<file path="config.mk">
export PLATFORM = sky130hd
export DESIGN_NAME = tt_sweep_ctrl
export DESIGN_NICKNAME = d
export VERILOG_FILES = /design/src/rtl/tt_sweep_pkg.sv /design/src/rtl/tt_sweep_ctrl.sv
export SDC_FILE = /design/constraint.sdc
export NUM_CORES = 1
export LEC_CHECK = 0
export ABC_AREA = 1
export CORE_UTILIZATION = 35
export CTS_CLUSTER_SIZE = 12
export DETAILED_ROUTE_END_ITERATION = 10
export DONT_BUFFER_PORTS = 1
export GPL_TIMING_DRIVEN = 0
export PLACE_DENSITY = 0.52
export SYNTH_ARGS = -nofsm -noshare
export SYNTH_HDL_FRONTEND = slang
export SYNTH_SLANG_ARGS = --single-unit
</file>
<file path="constraint.sdc">
create_clock -name clk -period 3.4 [get_ports clk]
set_input_delay 0.51 -clock clk [delete_from_list [all_inputs] [get_ports clk]]
set_output_delay 0.51 -clock clk [all_outputs]
set_load 0.005 [all_outputs]
</file>
<file path="src/rtl/tt_sweep_pkg.sv">
// rtl/tt_sweep_pkg.sv - shared state encodings and helpers for the truth-table sweep controller
package tt_sweep_pkg;

    localparam logic [1:0] S_IDLE   = 2'd0;
    localparam logic [1:0] S_WAIT   = 2'd1;
    localparam logic [1:0] S_SAMPLE = 2'd2;
    localparam logic [1:0] S_DONE   = 2'd3;

    // Widest table the popcount helper covers (N_IN up to 6).
    localparam int MAX_DEPTH = 64;

    function automatic int popcount(input logic [MAX_DEPTH-1:0] v);
        int n;
        n = 0;
        for (int i = 0; i < MAX_DEPTH; i++) begin
            n = n + int'(v[i]);
        end
        return n;
    endfunction

endpackage

</file>
<file path="src/rtl/tt_sweep_ctrl.sv">
// rtl/tt_sweep_ctrl.sv - exhaustive input sweep of a combinational block with truth-table compare
module tt_sweep_ctrl
    import tt_sweep_pkg::*;
#(
    parameter int N_IN   = 3,
    parameter int SETTLE = 1
) (
    input  logic                             clk,
    input  logic                             reset,
    input  logic                             start,
    input  logic [2**N_IN-1:0]               expected,
    output logic [N_IN-1:0]                  dut_in,
    input  logic                             dut_y,
    output logic                             busy,
    output logic                             done,
    output logic [2**N_IN-1:0]               tt,
    output logic                             pass,
    output logic [$clog2(2**N_IN+1)-1:0]     mismatch_cnt
);

    localparam int DEPTH = 2**N_IN;
    localparam int CNT_W = $clog2(DEPTH+1);
    localparam int SW    = (SETTLE > 1) ? $clog2(SETTLE) : 1;
    localparam logic [N_IN-1:0] LAST_IDX = {N_IN{1'b1}};

    logic [1:0]             state_q, state_d;
    logic [N_IN-1:0]        idx_q, idx_d;
    logic [SW-1:0]          cnt_q, cnt_d;
    logic [DEPTH-1:0]       exp_q, exp_d;
    logic [DEPTH-1:0]       tt_q, tt_d;
    logic                   pass_q, pass_d;
    logic [CNT_W-1:0]       mm_q, mm_d;
    logic [MAX_DEPTH-1:0]   diff_ext;

    always_comb begin
        state_d  = state_q;
        idx_d    = idx_q;
        cnt_d    = cnt_q;
        exp_d    = exp_q;
        tt_d     = tt_q;
        pass_d   = pass_q;
        mm_d     = mm_q;
        diff_ext = '0;

        case (state_q)
            S_IDLE: begin
                if (start) begin
                    state_d = S_WAIT;
                    idx_d   = '0;
                    cnt_d   = '0;
                    exp_d   = expected;
                    tt_d    = '0;
                end
            end
            S_WAIT: begin
                if (cnt_q == SW'(SETTLE-1)) begin
                    state_d = S_SAMPLE;
                    cnt_d   = '0;
                end else begin
                    cnt_d = cnt_q + 1'b1;
                end
            end
            S_SAMPLE: begin
                tt_d[idx_q] = dut_y;
                if (idx_q == LAST_IDX) begin
                    // Results use the table including the bit captured on this edge.
                    state_d                 = S_DONE;
                    diff_ext[DEPTH-1:0]     = tt_d ^ exp_q;
                    pass_d                  = (tt_d == exp_q);
                    mm_d                    = CNT_W'(popcount(diff_ext));
                end else begin
                    state_d = S_WAIT;
                    idx_d   = idx_q + 1'b1;
                    cnt_d   = '0;
                end
            end
            S_DONE: begin
                state_d = S_IDLE;
            end
            default: begin
                state_d = S_IDLE;
            end
        endcase
    end

    always_ff @(posedge clk) begin
        if (reset) begin
            state_q <= S_IDLE;
            idx_q   <= '0;
            cnt_q   <= '0;
            exp_q   <= '0;
            tt_q    <= '0;
            pass_q  <= 1'b0;
            mm_q    <= '0;
        end else begin
            state_q <= state_d;
            idx_q   <= idx_d;
            cnt_q   <= cnt_d;
            exp_q   <= exp_d;
            tt_q    <= tt_d;
            pass_q  <= pass_d;
            mm_q    <= mm_d;
        end
    end

    assign dut_in       = idx_q;
    assign busy         = (state_q == S_WAIT) || (state_q == S_SAMPLE);
    assign done         = (state_q == S_DONE);
    assign tt           = tt_q;
    assign pass         = pass_q;
    assign mismatch_cnt = mm_q;

endmodule

</file>
==> impl_results.md <==
* Clock sink count at 26
* Clock tree from TritonCTS: built
* CTS hold repair buffers at 0
* Leakage at 0.753 nW
* Width of the die at 68.6 um
* Post-route DRC violation count at 0
* GRT Residual Overflow at 0
* Worst-path cell chain: buf_6 > nor2_4 > nand2_2 > nand2_2 > o21ai_4 > xor2_2 > fa_1 > inv_1 > fa_1 > inv_1 > fa_1 > inv_2 > ha_4 > inv_2 > fa_2 > a21oi_2
* Critical path class: flip-flop to flip-flop
* RSZ-0062 raised after global routing: true
* Setup skew after layout at 0.00394 ns
* Most common library cell in the layout ignoring fill and taps: nand2_1
* CP max stage delay at 0.52 ns
* Crit path arrival time at 3.63 ns
* Post-layout worst setup margin at -0.0642 ns
* Largest fanout on the critical path at 5
* Buf/Inv on CP at 5
* M1 GR Usage at 23.0%
* Portion of the post-synthesis area used by sequential elements at 33.6%
* Worst-path clk slew at 0.09 ns
* Gate Count Post-Synth at 219
* First-pass GRT wire length at 5.93 mm
* Combinational share of power at 55.0%
* Antenna diode instance count at 0
* Violations in the final reports: negative setup slack
* Rows at 23
* Most frequent CP cell: fa_1
* Violation count after the first detailed-route iteration at 62
* Transition at the pin with the smallest max-transition slack at 0.643 ns
* Buffer depth of the longest clock path at 2
* Layout overhead on the synthesized area at 14.8%
* Power density normalized to cell area at 737 mW/mm^2
* Category of cells accounting for the largest share of critical-path delay: adder cells
* Placeable core area at 0.00412 mm^2
* YS warnings at 0
* DR WL/cell at 13.1 um
* HPWL Detailed at 2.76 mm
* Net Switching at 574 uW
* Post-Route WL at 3.60 mm
* Global-route track usage on met3 at 3.29%
* Part of the total power dissipated in the clock network at 15.7%
* TritonCTS buffer count at 3
* Number of iterations in the first detailed-routing pass at 4
* Effective utilization at floorplan at 37.7%
* Number of levels the H-tree was split into at 1
* Share of cells above drive strength 1 at 14.2%
* Routing usage on met2 at 28.3%
* Count of final setup violators at 2
* Share of async-settable or async-resettable flops after synthesis at 0%
* Total routing usage reported by global routing at 17.5%
* Number of antenna violations at the first check in global routing at 0
* Setup slack after placement at -0.165 ns
* Count of endpoints failing hold in the final timing report at 0
* Count of flip-flops with a built-in enable after synthesis at 0
* Status: complete, but fails checks
* Root buffer cell: clkbuf_8
* Number of global-route vias before repair at 1261
* Layout Nets at 251
* Fmax at 0.289 GHz
* Nets in the synthesized netlist at 244
* Cell type of the slowest stage on the worst timing path: fa_2
* Mean area per synthesized cell at 7.08 um^2
* Largest net degree at the start of global routing at 15
* Number of synthesized register bits at 26
* Synth cell types at 22
* Final standard cell area without fillers at 0.00178 mm^2
* Commonest cells after routing, fill and taps aside: 39 x nand2_1, 31 x inv_1, 23 x dfxtp_1
* Final worst path period need at 3.46 ns
* Clock insertion delay at the later pin of the skew report at 0.28 ns
* Relative slew margins at 57.0%
* Prevailing post-synth register cell: dfxtp_1
* Post-route fraction of the period consumed by the critical path at 102%
* DIE HEIGHT at 68.6 um
* Internal power at 737 uW
* Number of routed nets with antenna violations at 0
* Layer with the highest usage: met2
* Post-place instance area at 0.00165 mm^2
* Post-synthesis instance area at 0.00155 mm^2
* Fraction of power spent switching nets at 43.8%
* Final Max Tran Viols at 0
* Endpoint required time on the critical path at 3.57 ns
* Max-capacitance violation count at 0
* Via Count at 1357
* Final weighted congestion of routability-driven global placement at 0.770
* Startpoint kind of the worst setup timing path: flip-flop
* DIE AREA at 0.00470 mm^2
* Class of the most critical hold timing path: input pin to flip-flop
* Count of input and output buffers at 0
* Sequential cell fraction of total power at 29.3%
* Maximum VDD drop at 518 uV
* Top Ports at 30
* Vias per Instance at 4.93
* Nature of the critical path endpoint: flip-flop
sequential cells by signal (all words and copies together) (netlist names):
name	flops
exp_q	8
pass	1
dut_in	3
mismatch_cnt	4
state_q	2
tt	8
power by group through the flow:
stage                     logic [mW]  clock network (mW)  registers [mW]
after floorplan                0.500                   0           0.377
after global placement         0.616                   0           0.386
after detailed placement       0.624                   0           0.387
after CTS                      0.664               0.213           0.384
after global routing           0.841               0.229           0.393
final                          0.721               0.206           0.385
per-stage QoR:
stage	instances	utilization, %	power [mW]	setup TNS (ns)	hold WS, ns
2_1_floorplan	219	-	0.876	0	0.444
3_3_place_gp	269	40.0	1.00	-0.280	0.464
3_5_place_dp	269	40.0	1.01	-0.311	0.468
4_1_cts	275	42.4	1.26	-0.183	0.286
5_1_grt	275	43.2	1.46	-0.376	0.275
6_report	275	43.2	1.31	-0.107	0.289
layer usage:
layer / vias to the layer above / wire, um / share of wire, %
li1: 726 / - / -
met3: 5 / 119 / 3.3
met2: 22 / 1630 / 45
met4: 0 / 53 / 1.5
met1: 604 / 1800 / 50
met5: - / 0 / 0
layout make-up:
class / instances / area, um^2
plain buffers: 6 / 45.0
clock buffers: 4 / 55.1
fillers: 460 / 2340
inverters: 36 / 135
multi-input cells: 151 / 931
flip-flops and latches: 26 / 532
well taps: 50 / 62.6
repair buffers: 2 / 18.8
cell usage after synthesis, types with 4 or more instances:
library cell	count	area, um^2
dfxtp_1	26	521
inv_1	34	128
fa_1	4	80.1
nand3_1	22	110
nor2_1	21	78.8
a211oi_1	4	30.0
ha_1	9	113
nand4_1	8	50.1
a21oi_1	16	80.1
nand2_1	42	158
o21ai_0	14	70.1
what timing repair did:
item,in CTS,in global routing
pin swaps,3,1
gates resized for setup,8,7
endpoints found under the setup margin,2,3
buffers inserted,2,0
cell families after synthesis:
logic type,Yosys count,share of synthesized area (%)
compound gates,37,13.3
xor+xnor,3,1.70
fa+ha+maj,13,12.4
buf+inv,42,11.1
flops,26,33.6
simple gates,98,27.8
final timing paths:
path                      to  slack [ns]  cells after the start       from
max          mismatch_cnt[1]       -0.06                     16  dut_in[2]
min reg2reg         exp_q[5]        0.48                      2   exp_q[5]
min                dut_in[0]        0.29                      1      reset
max reg2reg  mismatch_cnt[1]       -0.06                     16  dut_in[2]
Note: power is estimated with default switching activity, not from simulation.
